--- src/rtl/alu_pkg.sv ---
// Shared funct codes and state encoding for the result stage.
// The MTHI/MTLO codes are only decoded when MTHILO_EN is defined.
package alu_pkg;

   localparam int unsigned FUNCT_W = 6;
   localparam int unsigned DATA_W  = 32;
   localparam int unsigned CNT_W   = 6;

   localparam logic [FUNCT_W-1:0] FN_AND   = 6'd36;
   localparam logic [FUNCT_W-1:0] FN_OR    = 6'd37;
   localparam logic [FUNCT_W-1:0] FN_ADD   = 6'd32;
   localparam logic [FUNCT_W-1:0] FN_SUB   = 6'd34;
   localparam logic [FUNCT_W-1:0] FN_SLT   = 6'd42;
   localparam logic [FUNCT_W-1:0] FN_SRL   = 6'd2;
   localparam logic [FUNCT_W-1:0] FN_MULTU = 6'd25;
   localparam logic [FUNCT_W-1:0] FN_MFHI  = 6'd16;
   localparam logic [FUNCT_W-1:0] FN_MFLO  = 6'd18;
   localparam logic [FUNCT_W-1:0] FN_MTHI  = 6'd17;
   localparam logic [FUNCT_W-1:0] FN_MTLO  = 6'd19;

   typedef enum logic [0:0] {
      ST_IDLE     = 1'b0,
      ST_MUL_WAIT = 1'b1
   } state_e;

   // Codes whose result comes straight from the ALU.
   function automatic logic is_alu_op(input logic [FUNCT_W-1:0] fn);
      return (fn == FN_AND) || (fn == FN_OR) || (fn == FN_ADD) ||
             (fn == FN_SUB) || (fn == FN_SLT);
   endfunction

endpackage

--- src/rtl/hilo_reg.sv ---
// HI/LO register pair with independent write enables and a shared 64-bit load port.
module hilo_reg
   import alu_pkg::*;
(
   input  logic              clk,
   input  logic              reset,
   input  logic              hi_we,
   input  logic              lo_we,
   input  logic [63:0]       load_data,
   output logic [DATA_W-1:0] hi,
   output logic [DATA_W-1:0] lo
);

   logic [DATA_W-1:0] hi_q, hi_d;
   logic [DATA_W-1:0] lo_q, lo_d;

   always_comb begin
      hi_d = hi_q;
      lo_d = lo_q;
      if (hi_we) hi_d = load_data[63:32];
      if (lo_we) lo_d = load_data[31:0];
   end

   always_ff @(posedge clk) begin
      if (reset) begin
         hi_q <= '0;
         lo_q <= '0;
      end else begin
         hi_q <= hi_d;
         lo_q <= lo_d;
      end
   end

   assign hi = hi_q;
   assign lo = lo_q;

endmodule

--- src/rtl/alu_result_hilo.sv ---
// Result stage: registers ALU/shifter/HI/LO results and sequences MULTU.
// Define MTHILO_EN to enable the MTHI/MTLO writes into HI/LO.
module alu_result_hilo
   import alu_pkg::*;
#(
   parameter int unsigned MUL_CYCLES = 32
)
(
   input  logic               clk,
   input  logic               reset,
   input  logic               in_valid,
   output logic               in_ready,
   input  logic [FUNCT_W-1:0] Signal,
   input  logic [DATA_W-1:0]  dataA,
   input  logic [DATA_W-1:0]  alu_out,
   input  logic [DATA_W-1:0]  shift_out,
   input  logic [63:0]        mul_product,
   output logic               mul_start,
   output logic               mul_done,
   output logic               out_valid,
   output logic [DATA_W-1:0]  dataOut
);

   localparam logic [CNT_W-1:0] CNT_LAST = CNT_W'(MUL_CYCLES - 1);

   state_e            state_q, state_d;
   logic [CNT_W-1:0]  cnt_q, cnt_d;
   logic [DATA_W-1:0] data_out_q, data_out_d;
   logic              out_valid_q, out_valid_d;
   logic              mul_start_q, mul_start_d;
   logic              mul_done_q, mul_done_d;
   logic              in_ready_q, in_ready_d;

   logic              accept;
   logic              hi_we, lo_we;
   logic [63:0]       load_data;
   logic [DATA_W-1:0] hi, lo;

`ifndef MTHILO_EN
   logic unused_data_a;
   assign unused_data_a = ^dataA;
`endif

   hilo_reg u_hilo_reg (
      .clk       (clk),
      .reset     (reset),
      .hi_we     (hi_we),
      .lo_we     (lo_we),
      .load_data (load_data),
      .hi        (hi),
      .lo        (lo)
   );

   assign accept = in_valid & in_ready_q;

   always_comb begin
      state_d     = state_q;
      cnt_d       = cnt_q;
      data_out_d  = data_out_q;
      out_valid_d = 1'b0;
      mul_start_d = 1'b0;
      mul_done_d  = 1'b0;
      hi_we       = 1'b0;
      lo_we       = 1'b0;
      load_data   = mul_product;

      unique case (state_q)
         ST_IDLE: begin
            if (accept) begin
               if (is_alu_op(Signal)) begin
                  data_out_d  = alu_out;
                  out_valid_d = 1'b1;
               end else begin
                  case (Signal)
                     FN_SRL: begin
                        data_out_d  = shift_out;
                        out_valid_d = 1'b1;
                     end
                     FN_MFHI: begin
                        data_out_d  = hi;
                        out_valid_d = 1'b1;
                     end
                     FN_MFLO: begin
                        data_out_d  = lo;
                        out_valid_d = 1'b1;
                     end
                     FN_MULTU: begin
                        state_d     = ST_MUL_WAIT;
                        cnt_d       = '0;
                        mul_start_d = 1'b1;
                     end
`ifdef MTHILO_EN
                     FN_MTHI: begin
                        hi_we     = 1'b1;
                        load_data = {dataA, {DATA_W{1'b0}}};
                     end
                     FN_MTLO: begin
                        lo_we     = 1'b1;
                        load_data = {{DATA_W{1'b0}}, dataA};
                     end
`endif
                     default: begin
                        data_out_d  = '0;
                        out_valid_d = 1'b1;
                     end
                  endcase
               end
            end
         end
         ST_MUL_WAIT: begin
            // Operations offered while busy are dropped: in_ready is low.
            cnt_d = cnt_q + 1'b1;
            if (cnt_q == CNT_LAST) begin
               hi_we      = 1'b1;
               lo_we      = 1'b1;
               mul_done_d = 1'b1;
               state_d    = ST_IDLE;
               cnt_d      = '0;
            end
         end
         default: state_d = ST_IDLE;
      endcase

      in_ready_d = (state_d == ST_IDLE);
   end

   always_ff @(posedge clk) begin
      if (reset) begin
         state_q     <= ST_IDLE;
         cnt_q       <= '0;
         data_out_q  <= '0;
         out_valid_q <= 1'b0;
         mul_start_q <= 1'b0;
         mul_done_q  <= 1'b0;
         in_ready_q  <= 1'b1;
      end else begin
         state_q     <= state_d;
         cnt_q       <= cnt_d;
         data_out_q  <= data_out_d;
         out_valid_q <= out_valid_d;
         mul_start_q <= mul_start_d;
         mul_done_q  <= mul_done_d;
         in_ready_q  <= in_ready_d;
      end
   end

   assign in_ready  = in_ready_q;
   assign mul_start = mul_start_q;
   assign mul_done  = mul_done_q;
   assign out_valid = out_valid_q;
   assign dataOut   = data_out_q;

endmodule

--- config.mk ---
export PLATFORM = sky130hd
export DESIGN_NAME = alu_result_hilo
export DESIGN_NICKNAME = d
export VERILOG_FILES = /design/src/rtl/alu_pkg.sv /design/src/rtl/hilo_reg.sv /design/src/rtl/alu_result_hilo.sv
export SDC_FILE = /design/constraint.sdc
export NUM_CORES = 1
export LEC_CHECK = 0
export CAP_MARGIN = 5
export CORE_MARGIN = 3
export CORE_UTILIZATION = 40
export CTS_CLUSTER_DIAMETER = 30
export CTS_CLUSTER_SIZE = 28
export DETAILED_ROUTE_END_ITERATION = 12
export MAX_ROUTING_LAYER = met4
export PLACE_DENSITY = 0.81
export SLEW_MARGIN = 15
export SYNTH_ARGS = -nofsm -noshare
export SYNTH_HDL_FRONTEND = slang
export SYNTH_SLANG_ARGS = --single-unit
--- constraint.sdc ---
create_clock -name clk -period 2.6 [get_ports clk]
set_input_delay 0.78 -clock clk [delete_from_list [all_inputs] [get_ports clk]]
set_output_delay 0.78 -clock clk [all_outputs]
set_load 0.1 [all_outputs]
After elaboration in Yosys (flattened, before gate mapping). Cells that the tools add are included.

$add $sub $neg: 1. Equality and inequality tests: 14. Mux-type cells: 16. Bitwise operators: 4. Reduce and logical (&&, ||, !) cells: 8.

Operators by type and width (count): case mux 32 bit (4 select lines) (1); 2-to-1 mux 32 bit (1); equality test 6 bit (second input constant) (5); equality test 6 x 5 -> 1 bit (second input constant) (4); 2-to-1 mux 6 bit (4); case mux 6 bit (2 select lines) (1); 2-to-1 mux 1 bit (8); adder 6 x 1 -> 6 bit (second input constant) (1); equality test 6 x 2 -> 1 bit (second input constant) (1); != test 2 bit (second input constant) (3); AND reduction 3 bit (2); logical OR 1 bit (4); inverter 1 bit (3); OR reduction 3 bit (1); != test 2 x 1 -> 1 bit (second input constant) (1); case mux 1 bit (2 select lines) (1); OR reduction 2 bit (1); AND 1 bit (1).

Flip-flop bits (word level): 107. Output and inout bits: 36.

Logic depth before layout (Yosys ltp).
Depth after elaboration: 9. Depth in mapped cells: 7. Gate-level depth less buffers: 5.

Cells and area by module. Synthesis repeated with hierarchy kept, for this count alone.

Cells, all modules: 445. Area, all modules: 4850.9 µm².

Modules (own cells, without submodules): alu_result_hilo (instances 1, cells an instance 238, area each 2511.2 µm², seq. area each 860.8 µm²); hilo_reg (instances 1, cells an instance 207, area each 2339.7 µm², seq. area each 1281.2 µm²).

Worst setup path before layout. OpenSTA, ideal clock, no wires.

Path type: in2reg. From: in Signal[4]. To: reg in_ready_q (netlist: in_ready). Library setup time: 132 ps. Arrival time: 2098 ps. Required time: 2468 ps. Setup slack: 371 ps. Stages on the path: 4. Path buffers: 1. Path through: buf_4 or4b_4 o31a_1 or3_4.

Longest elaborated chain between the ends: 9.

Ends and longest elaborated chain: start: declaration (RTL line alu_result_hilo.sv:13) `input logic [FUNCT_W-1:0] Signal,`; equality test 6 bit (RTL line alu_pkg.sv:28) `return (fn == FN_AND) || (fn == FN_OR) || (fn == FN_ADD) ||`; logical OR 1 bit (3 in series) (RTL line alu_pkg.sv:28); logical OR 1 bit (RTL line alu_pkg.sv:29) `(fn == FN_SUB) || (fn == FN_SLT);`; 2-to-1 mux 1 bit *; 2-to-1 mux 1 bit * (RTL line alu_result_hilo.sv:69) `if (accept) begin`; case mux 1 bit (2 select lines) * (RTL line alu_result_hilo.sv:67) `unique case (state_q)`; inverter 1 bit * (RTL line alu_result_hilo.sv:124) `in_ready_d = (state_d == ST_IDLE);`; end signal: assignment (RTL line alu_result_hilo.sv:143) `in_ready_q <= in_ready_d;`; end: declaration (RTL line alu_result_hilo.sv:32) `logic in_ready_q, in_ready_d;`.

Mark *: on every way between the ends. The rest lies on a longest branch, timed or not. A chain may end at the register's enable or synchronous reset.

Worst setup path after layout.
From: in Signal[2]. To: reg data_out_q[0] (netlist: dataOut[0]).

Longest elaborated chain between the ends: 7.

Ends and longest elaborated chain: equality test 6 bit (RTL line alu_pkg.sv:28); logical OR 1 bit (3 in series) (RTL line alu_pkg.sv:28); logical OR 1 bit (RTL line alu_pkg.sv:29); != test 2 bit (no line); AND reduction 3 bit (no line); end signal: assignment (RTL line alu_result_hilo.sv:139) `data_out_q <= data_out_d;`; end: declaration (RTL line alu_result_hilo.sv:28) `logic [DATA_W-1:0] data_out_q, data_out_d;`.

Parallel ways exist; a longest one is shown, timed or not.

==> results.md <==
* Status: finished clean
* Slowest Stage Delay on Critical Path at roughly 0.50 ns
* Buffers & Inverters on Critical Path at 2
* F_max at about 0.4 GHz
* Post-Place Cells at 827
* Num CTS Buffers at 9
* Max-slew violation count at 0
* Total GRT Usage at about 22%
* CTS Hold Bufs at 0
* Ys async rst share at 0%
* Post-route ant nets at 0
* P_sw at 1050 µW
* Syn Nets at between 700 and 800
* Die area at 12700 µm²
* Non-filler cells, final at between 800 and 900
* Die H at around 110 µm
* Largest net degree at the start of global routing at 60
* Fin Clk Skew at around 0.009 ns
* Initial DRT Pass Iterations at 6
* RD Place Congestion at 0.830
* Starting Density at 41.6%
* Total number of vias at approximately 4.6k
* Routing usage on met1 at between 20% and 30%
* DR vias/cell at 5.47
* Leakage power at ~0.0024 µW
* Met3 usage at approximately 4.4%
* Syn Inst Count at roughly 540
* Setup-failing EPs final at 0
* Fraction of layout cells with a size suffix above 1 at between 10% and 20%
* Final Hold Viols at 0
* Post-synthesis register bit count at 107
* Chip width at between 100 and 150 µm
* CTS tree: done
* First-pass GRT wire length at between 20 and 25 mm
* # rows at 38
* Skew-Pair Late Insertion Delay at 0.34 ns
* CP max FO at 10
* Final period utilization at between 90% and 100%
* Post-route cell area at ~6800 µm²
* Flop pwr share at between 40% and 50%
* Fin nets at between 800 and 900
* Setup bufs post-CTS at 0
* CP delay by family, top: compound AO/OA/AOI/OAI gates
* Post-Syn Area per Cell at about 8.5 µm²
* Most Used Layer, Global Route: met2
* Max-Cap Viols at 0
* Kind of critical path: input port to flop
* CTS sink count at between 100 and 150
* Root buf cell: clkbuf_16
* HPWL after DPL at approximately 10 mm
* WP data required at ~2.8 ns
* Slew headroom at a little under three fifths
* Port bufs at 172
* Tightest Pin Transition at ~0.64 ns
* Commonest non-fill, non-tap cell in the layout: nand2_1
* CTS-repair resized insts at 0
* Sw Share at ~28%
* WL/cell at between 15 and 20 µm
* Combinational share of power at 18.5%
* Distinct cells, synth at 36
* H-tree depth at 3
* Clock transition at path regs at 0.08 ns
* GRT overflow at 0
* Post-DP Area at roughly 6500 µm²
* Crit path cell chain: clkdlybuf4s50_1 > mux2_2 > a2111oi_4 > buf_4 > a22oi_1 > a311oi_1
* Final Hold Slack at approximately 0.46 ns
* Final core occ at between 60% and 70%
* Pwr Density at about 560 nW/µm²
* RSZ-0062 raised after global routing: no
* Crit end category: flop
* Pint at 2740 µW
* Clock power share at 36.9%
* Yosys warnings at 0
* Setup WS pre-CTS at -0.221 ns
* Peak supply drop at ~0.45 mV
* Post-synth EDFFs at 0
* Antenna violations before repair at 1
* Area grow syn2layout at 48.4%
* Clock Tree Buf Depth at 2
* Fillers at about 950
* Drc violations at 0
* Number of global-route vias before repair at between 4k and 5k
* Hold/Removal Path Class: flop to flop
* Worst setup SP type: input port
* Mapped Area at approximately 4600 µm²
* Critical path's slowest cell: clkdlybuf4s50_1
* Initial drt markers at about 400
* Shortest period the worst path allows at around 2.5 ns
* Top FF cell, synth: dfxtp_1
* CORE AREA at ~11000 µm²
* Drt total wl at 14.1 mm
* Commonest cells after routing, fill and taps aside: nand2_1, clkdlybuf4s50_1, dfxtp_1, a21oi_1, buf_4
* Worst path setup slack after routing at between 0.1 and 0.15 ns
* GR Util met2 at 36.7%
* I/O pins at between 200 and 250
* Sequential fraction of the synthesis area at between 40% and 50%
* Worst Path Arrival at around 2.7 ns
flip-flops by register name (all words and copies together), names as in the netlist:
name,flops
mul_done,1
dataOut,32
u_hilo_reg.lo,32
state_q,1
in_ready,1
mul_start,1
out_valid,1
u_hilo_reg.hi,32
cnt_q,6
through the flow:
step                power (µW)  TNS, ns
global placement          2420    -4.25
finish                    3790        0
detailed placement        2430    -5.68
floorplan                 2100        0
global route              3920        0
CTS                       3820        0
worst min-delay path, cell delays in order (launching register included):
cell     delay [ns]
dfxtp_1        0.31
nand2_1        0.05
a21oi_1        0.05
power by group through the flow:
| stage | Clock, µW | Sequential [µW] | Combinational, µW |
|---|---|---|---|
| after floorplan | 0 | 1950 | 147 |
| after global placement | 0 | 1730 | 692 |
| after detailed placement | 0 | 1730 | 700 |
| after CTS | 1430 | 1690 | 702 |
| after global routing | 1490 | 1690 | 732 |
| final | 1400 | 1690 | 701 |
final timing paths:
| path | start | endpoint | slack, ns | cells after the start |
|---|---|---|---|---|
| worst min register to register | u_hilo_reg.lo[29]$_SDFFE_PP0P_ | u_hilo_reg.lo[29]$_SDFFE_PP0P_ | 0.46 | 2 |
| worst max register to register | cnt_q[0]$_SDFFE_PP0P_ | u_hilo_reg.hi[28]$_SDFFE_PP0P_ | 0.60 | 6 |
| worst min-delay path | u_hilo_reg.lo[29]$_SDFFE_PP0P_ | u_hilo_reg.lo[29]$_SDFFE_PP0P_ | 0.46 | 2 |
| worst max-delay path | Signal[2] | dataOut[0]$_SDFFE_PP0P_ | 0.12 | 6 |
routing by layer:
layer / vias up / routed length [µm] / share of wire, %
met4: 0 / 209 / 1.5
met5: - / 0 / 0
met2: 201 / 6930 / 49
met1: 2170 / 5960 / 42
met3: 18 / 1030 / 7.3
li1: 2230 / - / -
cells in the mapped netlist (2+ instances only):
cell type | count | area share (%)
nand2_1 | 145 | 12
mux2_2 | 33 | 8.1
o21ai_0 | 3 | 0.33
a311oi_1 | 16 | 3.1
buf_2 | 9 | 0.99
a211oi_1 | 17 | 2.8
a22oi_1 | 16 | 2.6
nor3_1 | 4 | 0.44
a222oi_1 | 17 | 3.7
a21oi_1 | 69 | 7.6
buf_1 | 9 | 0.74
buf_4 | 3 | 0.49
nor2b_1 | 2 | 0.27
nor2_1 | 38 | 3.1
nand3_1 | 2 | 0.22
buf_6 | 2 | 0.49
clkbuf_1 | 23 | 1.9
inv_1 | 3 | 0.25
and3_1 | 3 | 0.41
dfxtp_1 | 107 | 47
cells by family after synthesis:
group | share of synthesized area (%)
AOI/OAI and AO/OA | 21.2
adders and majority gates | 0.274
buffers and inverters | 4.93
DFF | 46.9
muxes | 8.36
and+or+nand+nor | 18.3
final cells by class:
| class | instances | area [µm²] | area share [%] |
|---|---|---|---|
| sequential | 107 | 2140 | 31.6 |
| timing repair buffer | 196 | 1900 | 28.1 |
| inverter | 4 | 15.0 | 0.222 |
| antenna | 1 | 2.50 | 0.0370 |
| tap | 140 | 175 | 2.59 |
| multi-input combinational | 380 | 2230 | 32.9 |
| clock inverter | 7 | 81.3 | 1.20 |
| clock buffer | 9 | 225 | 3.33 |
Power figures use the tool's default switching activity.
==> RTL change, RTL diff (same flow settings) <==
`CNT_W`: 6 -> 12.
--- a/src/rtl/alu_pkg.sv
+++ b/src/rtl/alu_pkg.sv
@@ -5,5 +5,5 @@
    localparam int unsigned FUNCT_W = 6;
    localparam int unsigned DATA_W  = 32;
-   localparam int unsigned CNT_W   = 6;
+   localparam int unsigned CNT_W   = 12;
 
    localparam logic [FUNCT_W-1:0] FN_AND   = 6'd36;
Check against the original RTL: no difference found for any inputs over 10 cycles, from zero or initial values and one cycle with reset high; that may be too few to reach the edited logic, so the function may still have changed.
==> RTL change against the original RTL <==
- setup slack improved by 0.013 ns
- register-to-register slack got worse by 0.13 ns
- non-clock buffer count fell by 3
- sequential cell count up 6
- total power increased by 26%
- via count decreased by 5.7%
- final area rose by 5.3%
- core utilization is 2.5 points higher
- synthesized area increased by 2.4%
- wire length is 4.0% higher
- largest cell class is now flip-flops and latches
- highest routed layer unchanged
==> RTL change: results (changes against the original RTL) <==
Drt
  • Vias post-DR: 4356 (-5.7%)
  • Number of DRC markers after the initial detailed-route iteration: 329 (-19%)
  • Initial DRT Pass Iterations: 5 (-1)
  • Total routed wire length on the met1 layer: 6400 um (+7.4%)
  • DR WL met3: 1030 um (+0.19%)
  • Met2 WL post-DR: 7120 um (+2.7%)

Synthesis
  • Main area contributors after synthesis: dfxtp_1, a22o_1, a22oi_2
  • Most instantiated cells after synthesis: dfxtp_1, a22o_1, nor2_1
  • Sequential-to-total area share from yosys stat: 0.484 (+0.0145)
  • Post-Synthesis Net Count: 598 (-15%)

Clock tree
  • H-Tree Level Count: 4 (+1)
  • Clk pin slew, worst setup/hold paths: 0.05 ns (-0.03 ns)

Placement
  • Half-perimeter wire length after placement: 10400 um (+2.3%)

Power
  • Worst VDD drop: 0.000370 V (-18%)
  • Static leakage: 0.00254 uW (+5.2%)

GRT
  • Global routing usage on met1: 0.293 (+0.0192)
  • Largest net degree at the start of global routing: 49 (-18%)
  • Routing usage on met3: 0.0439 (-0.000516)
  • Vias in the first global route: 4457 (-1.1%)
  • First-pass GRT wire length: 23000 um (+2.8%)

STA
  • Post-Route Skew: 0.0140 ns (+0.00480 ns)
  • Final Hold Slack: 0.472 ns (+0.0162 ns)

Worst setup path
  • R2r setup slk: 0.47 ns (-0.13 ns)
  • Critical path peak fanout: 17 (+7)

Status
  • Outcome: finished, final reports clean

Layout
  • Total Nets Final: 773 (-11%)
RTL change: changes by cell type after synthesis, sizes merged, moves of 17 or more:
cell,unedited run,this run
nand2,145,8
a22o,0,64
a21oi,69,9
a22oi,16,66
mux2,33,1
a311oi,16,34
a222oi,17,0
RTL change: critical path, stage by stage:
cell and delay [ns]:
clkdlybuf4s50_1 0.51, or4b_4 0.52, nor3b_4 0.34, buf_12 0.22
a22oi_2 0.07, a311oi_1 0.30
RTL change: power by group:
part           switching [uW]  leakage (uW)  internal, uW
clock                     786      0.000284          1540
sequential               18.0      0.000916          1760
combinational             387       0.00134           285
RTL change: kinds of logic after synthesis:
group | Yosys count | share of synthesized area
AO/OA/AOI/OAI | 189 | 0.366
XOR/XNOR | 1 | 0.00187
adder cells (fa/ha/maj) | 1 | 0.00268
buffers and inverters | 39 | 0.0492
flip-flops | 113 | 0.484
multiplexers | 2 | 0.00455
AND/OR/NAND/NOR | 83 | 0.0921
RTL change: metrics by stage:
step / area, um2 / instances / util / setup slack [ns]
detailed placement: 6540 / 724 / 0.588 / -0.234
global route: 7130 / 754 / 0.641 / 0.0500
finish: 7130 / 754 / 0.641 / 0.137
global placement: 6540 / 724 / 0.588 / -0.177
CTS: 7130 / 754 / 0.641 / 0.124
floorplan: 4680 / 428 / - / 0.345
RTL change: final timing paths:
kind / start / end / cells past startpoint
worst min-delay path: cnt_q[11] / cnt_q[11] / 1
worst max register to register: cnt_q[4] / u_hilo_reg.lo[13] / 6
worst max-delay path: Signal[1] / dataOut[7] / 6
worst min register to register: cnt_q[11] / cnt_q[11] / 1
RTL change: area by class of cell:
class	instances	area (um2)
clock buffer	20	457
tap	140	175
sequential	113	2260
multi-input combinational	276	2220
fill	900	3990
inverter	2	7.51
timing repair buffer	193	1870
clock inverter	10	136
